--- src/rtl/l8_ling_mod_subtractor_if.sv ---
// Handshake bundle for l8_ling_mod_subtractor: operand side (in_*, a, b) and
// result side (out_*, diff, zero).
interface l8_ling_mod_subtractor_if;
  logic       in_valid;
  logic       in_ready;
  logic [7:0] a;
  logic [7:0] b;
  logic       out_valid;
  logic       out_ready;
  logic [7:0] diff;
  logic       zero;

  modport master (
    output in_valid, a, b, out_ready,
    input  in_ready, out_valid, diff, zero
  );

  modport slave (
    input  in_valid, a, b, out_ready,
    output in_ready, out_valid, diff, zero
  );
endinterface

--- src/rtl/l8_ling_mod_subtractor.sv ---
// Three-stage modulo-255 subtractor (a + ~b, end-around carry via cyclic Ling recurrence).
// Define L8_MOD_NORM_EN to present a zero result as 0x00 instead of 0xFF.
module l8_ling_mod_subtractor (
  input  logic                          clk,
  input  logic                          rst,
  l8_ling_mod_subtractor_if.slave       bus
);

  logic       v1_q, v2_q, v3_q;
  logic       ld1, ld2, ld3;

  logic [7:0] g1_q, p1_q, x1_q;
  logic [7:0] g1_d, p1_d, x1_d;

  logic [7:0] h2_q, pr2_q, p2_q, x2_q;
  logic [7:0] h2_d, pr2_d;

  logic [7:0] diff_q, diff_d;
  logic       zero_q, zero_d;

  logic [7:0] hh, cy, raw;

  // Each stage advances when empty or when the stage ahead of it advances.
  always_comb begin
    ld3 = !v3_q || bus.out_ready;
    ld2 = !v2_q || ld3;
    ld1 = !v1_q || ld2;
  end

  assign bus.in_ready  = ld1 && !rst;
  assign bus.out_valid = v3_q;
  assign bus.diff      = diff_q;
  assign bus.zero      = zero_q;

  always_comb begin
    g1_d = bus.a & ~bus.b;
    p1_d = bus.a | ~bus.b;
    x1_d = bus.a ^ ~bus.b;
  end

  always_comb begin
    h2_d  = '0;
    pr2_d = '0;
    for (int unsigned i = 0; i < 8; i++) begin
      h2_d[i]  = g1_q[i] | g1_q[(i + 7) % 8];
      pr2_d[i] = p1_q[i] & p1_q[(i + 7) % 8];
    end
  end

  // Ling H[i] = g[i] | c[i-1]; each Pr1 term spans two bits, so four terms
  // close the 8-bit ring. Carry out of bit i is p[i] & H[i].
  always_comb begin
    hh  = '0;
    cy  = '0;
    raw = '0;
    for (int unsigned i = 0; i < 8; i++) begin
      hh[i] = h2_q[i]
            | (pr2_q[(i + 7) % 8] & h2_q[(i + 6) % 8])
            | (pr2_q[(i + 7) % 8] & pr2_q[(i + 5) % 8] & h2_q[(i + 4) % 8])
            | (pr2_q[(i + 7) % 8] & pr2_q[(i + 5) % 8] & pr2_q[(i + 3) % 8]
               & h2_q[(i + 2) % 8]);
    end
    for (int unsigned i = 0; i < 8; i++) begin
      cy[i] = p2_q[i] & hh[i];
    end
    for (int unsigned i = 0; i < 8; i++) begin
      raw[i] = x2_q[i] ^ cy[(i + 7) % 8];
    end
  end

  always_comb begin
`ifdef L8_MOD_NORM_EN
    diff_d = (raw == 8'hFF) ? 8'h00 : raw;
`else
    diff_d = raw;
`endif
    zero_d = (raw == 8'h00) || (raw == 8'hFF);
  end

  always_ff @(posedge clk) begin
    if (rst) begin
      v1_q   <= 1'b0;
      v2_q   <= 1'b0;
      v3_q   <= 1'b0;
      g1_q   <= '0;
      p1_q   <= '0;
      x1_q   <= '0;
      h2_q   <= '0;
      pr2_q  <= '0;
      p2_q   <= '0;
      x2_q   <= '0;
      diff_q <= '0;
      zero_q <= 1'b0;
    end else begin
      if (ld1) begin
        v1_q <= bus.in_valid;
        if (bus.in_valid) begin
          g1_q <= g1_d;
          p1_q <= p1_d;
          x1_q <= x1_d;
        end
      end
      if (ld2) begin
        v2_q <= v1_q;
        if (v1_q) begin
          h2_q  <= h2_d;
          pr2_q <= pr2_d;
          p2_q  <= p1_q;
          x2_q  <= x1_q;
        end
      end
      if (ld3) begin
        v3_q <= v2_q;
        if (v2_q) begin
          diff_q <= diff_d;
          zero_q <= zero_d;
        end
      end
    end
  end

endmodule

--- src/flat_wrapper.sv ---
// flat-port wrapper written by rule: the top's interface ports become plain ports
module l8_ling_mod_subtractor_flat 
  (clk, rst, bus_in_valid, bus_a, bus_b, bus_out_ready, bus_in_ready, bus_out_valid, bus_diff, bus_zero);
  l8_ling_mod_subtractor_if bus_i ();
  input  logic clk;
  input  logic rst;
  input wire logic [$bits(bus_i.in_valid)-1:0] bus_in_valid;
  input wire logic [$bits(bus_i.a)-1:0] bus_a;
  input wire logic [$bits(bus_i.b)-1:0] bus_b;
  input wire logic [$bits(bus_i.out_ready)-1:0] bus_out_ready;
  output wire logic [$bits(bus_i.in_ready)-1:0] bus_in_ready;
  output wire logic [$bits(bus_i.out_valid)-1:0] bus_out_valid;
  output wire logic [$bits(bus_i.diff)-1:0] bus_diff;
  output wire logic [$bits(bus_i.zero)-1:0] bus_zero;
  assign bus_i.in_valid = bus_in_valid;
  assign bus_i.a = bus_a;
  assign bus_i.b = bus_b;
  assign bus_i.out_ready = bus_out_ready;
  assign bus_in_ready = bus_i.in_ready;
  assign bus_out_valid = bus_i.out_valid;
  assign bus_diff = bus_i.diff;
  assign bus_zero = bus_i.zero;
  l8_ling_mod_subtractor u_core (.clk(clk), .rst(rst), .bus(bus_i));
endmodule
--- config.mk ---
export PLATFORM = sky130hd
export DESIGN_NAME = l8_ling_mod_subtractor_flat
export DESIGN_NICKNAME = d
export VERILOG_FILES = /design/src/rtl/l8_ling_mod_subtractor_if.sv /design/src/rtl/l8_ling_mod_subtractor.sv /design/src/flat_wrapper.sv
export SDC_FILE = /design/constraint.sdc
export NUM_CORES = 1
export LEC_CHECK = 0
export CORE_UTILIZATION = 40
export CTS_BUF_LIST = sky130_fd_sc_hd__clkbuf_2 sky130_fd_sc_hd__clkbuf_4 sky130_fd_sc_hd__clkbuf_8
export DETAILED_ROUTE_END_ITERATION = 6
export GPL_TIMING_DRIVEN = 0
export PLACE_DENSITY = 0.65
export SLEW_MARGIN = 20
export SYNTH_ARGS = -nofsm -noshare
export SYNTH_HDL_FRONTEND = slang
export SYNTH_SLANG_ARGS = --single-unit
export TNS_END_PERCENT = 50
--- constraint.sdc ---
create_clock -name clk -period 2.25 [get_ports clk]
set_input_delay 0.225 -clock clk [delete_from_list [all_inputs] [get_ports clk]]
set_output_delay 0.225 -clock clk [all_outputs]
set_load 0.02 [all_outputs]
==> metrics.md <==
| Metric | Value |
|---|---|
| Total power | `2.57 mW` |
| Maximum clock frequency | `502 MHz` |
| WL final | `6.88 mm` |
| Fin crit period | `1.99 ns` |
| Synth area leaders | `dfxtp_1 (48%), nand2_1 (12%), a21oi_1 (9.8%), ha_1 (7.0%), nand3_1 (3.1%)` |
| Top_reg_cell synth | `dfxtp_1` |
| CTS tree | `done` |
| Slew HR | `0.613` |
| Synth area leader | `dfxtp_1` |
| Critical path class | `flip-flop to output pin` |
| DP Wirelength | `5.15 mm` |
| Combined buffer and inverter count along the critical path | `2` |
| Placed Instances | `493` |
| Total congestion overflow | `0` |
| Top Ports | `31` |
| DRC Markers | `0` |
| Fill cells | `695` |
| Cell count after synthesis | `368` |
| Crit path max fanout | `8` |
| Post-CTS Setup Repair Bufs | `0` |
| Drt wl/cell | `13.5 um` |
| Fin area | `0.00347 sq mm` |
| Yosys top cell area share | `0.476` |
| Initial DRC Count | `171` |
| Synth cell types | `22` |
| Worst-path clk slew | `0.07 ns` |
| Worst path max stage delay | `0.62 ns` |
| Worst hold path class | `flip-flop to flip-flop` |
| N_diodes | `0` |
| Via count | `2513` |
| GP Congestion | `0.784` |
| Die Ht | `86.6 um` |
| Register area | `0.00136 sq mm` |
| Worst setup SP type | `flip-flop` |
| First-pass GRT wire length | `11.6 mm` |
| Data required time of the worst path | `2.03 ns` |
| CTS Sinks | `68` |
| Area growth, synth to finish | `21.4%` |
| Clock Skew | `0.00745 ns` |
| Clock buffer depth | `2` |
| Worst VDD drop | `0.000405 V` |
| Final WS setup | `0.259 ns` |
| Fin util | `0.506` |
| Routed Antenna Nets | `0` |
| I/O Buffers | `29` |
| Slew Viols, Final | `0` |
| Final Hold Viols | `0` |
| Core area | `0.00687 sq mm` |
| FP Rows | `30` |
| Worst skew pair latency | `0.35 ns` |
| Yosys Warn Count | `0` |
| Root Buffer | `clkbuf_8` |
| Static leakage | `1.33 nW` |
| Status | `finished, final reports clean` |
| CP max stage cell | `clkdlybuf4s50_1` |
| Initial antenna violation count | `0` |
| Placed Area | `0.00327 sq mm` |
| Worst hold slack | `0.456 ns` |
| Finish-stage setup viols | `0` |
| #FFs+latches synth | `68` |
| Num CTS Buffers | `9` |
| Multi-input logic area | `0.00133 sq mm` |
| Worst Setup End Kind | `output pin` |
| Critical Path, Cell by Cell | `nor2b_1 -> clkbuf_1 -> a31oi_1 -> clkdlybuf4s50_1` |
| Setup TNS Final | `0 ns` |
| Die area | `0.00750 sq mm` |
| Post-synthesis sequential area ratio | `0.476` |
| Dpl ws | `0.120 ns` |
| Via/cell ratio | `4.94` |
| Initial DRT Pass Iterations | `5` |
| Syn Nets | `404` |
| Max_cap viols | `0` |
| Non-Filler Instances | `509` |
| RSZ-0062 raised after global routing | `no` |
| Initial core utilization | `0.417` |
| Period utilisation layout | `0.885` |
| Mapped Area | `0.00286 sq mm` |
| Family with the most delay on the worst path | `buffers and inverters` |
| # resized after CTS | `0` |
| Synth top cells by count | `nand2_1 (89), dfxtp_1 (68), a21oi_1 (56)` |
| Most frequent cell after synthesis | `nand2_1` |
| Max H-tree Level | `3` |
| Layout cells sized above 1 | `0.0387` |
| Worst-Margin Slew | `0.581 ns` |
| GR Util All Layers | `0.207` |
| Die Width | `86.6 um` |
| Post-synth EDFFs | `0` |
| Nets | `444` |
| Pwr Density | `740 mW/mm^2` |
| Synth async-reset ratio | `0` |
| Critical path data arrival time | `1.77 ns` |
| Avg Inst Size Synth | `7.78 sq um` |
| Pin count of the biggest net entering global routing | `12` |
| CTS Hold Bufs | `0` |
| Vias in the first global route | `2374` |
-- layer usage --
layer  part of all wire  vias to the layer above  track usage
li1                   -                     1299            -
met1               0.48                     1135        0.275
met2               0.46                       70        0.331
met3              0.040                        9       0.0371
met4              0.018                        0       0.0864
met5                  0                        -            0
-- sequential cells by signal, summed over array words and instances, names as in the netlist --
| signal | flops |
|---|---|
| u_core.bus.diff | 8 |
| u_core.x1_q | 8 |
| u_core.bus.zero | 1 |
| u_core.bus.out_valid | 1 |
| u_core.g1_q | 8 |
| u_core.v1_q | 1 |
| u_core.pr2_q | 8 |
| u_core.h2_q | 8 |
| u_core.x2_q | 8 |
| u_core.v2_q | 1 |
| u_core.p2_q | 8 |
| u_core.p1_q | 8 |
-- worst register-to-register path, stage by stage, from the launching register on --
cell      delay, ns
dfxtp_1        0.38
a21oi_1        0.11
o22ai_1        0.26
xor2_1         0.28
nand4_1        0.13
or3_1          0.36
a311oi_1       0.25
-- power by group --
| group | switching, mW | total, mW | internal, mW |
|---|---|---|---|
| Clock | 0.460 | 1.03 | 0.565 |
| Sequential | 0.0459 | 1.30 | 1.26 |
| Combinational | 0.142 | 0.242 | 0.101 |
| Total | 0.648 | 2.57 | 1.92 |
-- area by class of cell --
class	instances	area share
plain buffers	21	0.0227
clock buffers	12	0.0439
clock inverters	4	0.0140
inverters	24	0.0259
multi-input cells	255	0.384
flip-flops and latches	68	0.392
well taps	96	0.0346
repair buffers	29	0.0835
-- cell families (layout without fill, tap and decap cells) --
kind of cell               count (synthesis)  in the layout  share of synthesized area
buffers and inverters                     45             90                     0.0590
and+or+nand+nor                          155            155                      0.225
xor gates and xnor gates                   8              8                     0.0245
DFF                                       68             68                      0.476
AOI/OAI and AO/OA                         76             76                      0.146
adders and majority gates                 16             16                     0.0699
-- cells in the final DEF (no fill, tap or decap), types with 2 or more instances in the layout --
cell type        instances
nand3_1                 18
a21oi_1                 56
ha_1                    16
nand2_1                 89
clkinv_2                 2
o22ai_1                  7
buf_1                    4
a211oi_1                 9
a31oi_1                  2
nor2_1                  23
dfxtp_1                 68
clkbuf_1                17
clkdlybuf4s50_1         29
clkbuf_4                 2
inv_1                   24
xor2_1                   8
clkbuf_8                10
nor2b_1                  2
nor3_1                  18
-- path summary, 6_finish.rpt --
| path | start | endpoint | slack (ns) | cells after the start |
|---|---|---|---|---|
| worst min-delay path | u_core.x1_q[7] | u_core.x2_q[7] | 0.46 | 2 |
| worst max-delay path | u_core.bus.out_valid | bus_in_ready | 0.26 | 4 |
| worst min register to register | u_core.x1_q[7] | u_core.x2_q[7] | 0.46 | 2 |
| worst max register to register | u_core.pr2_q[4] | u_core.bus.zero | 0.40 | 6 |
Power figures use the tool's default switching activity.
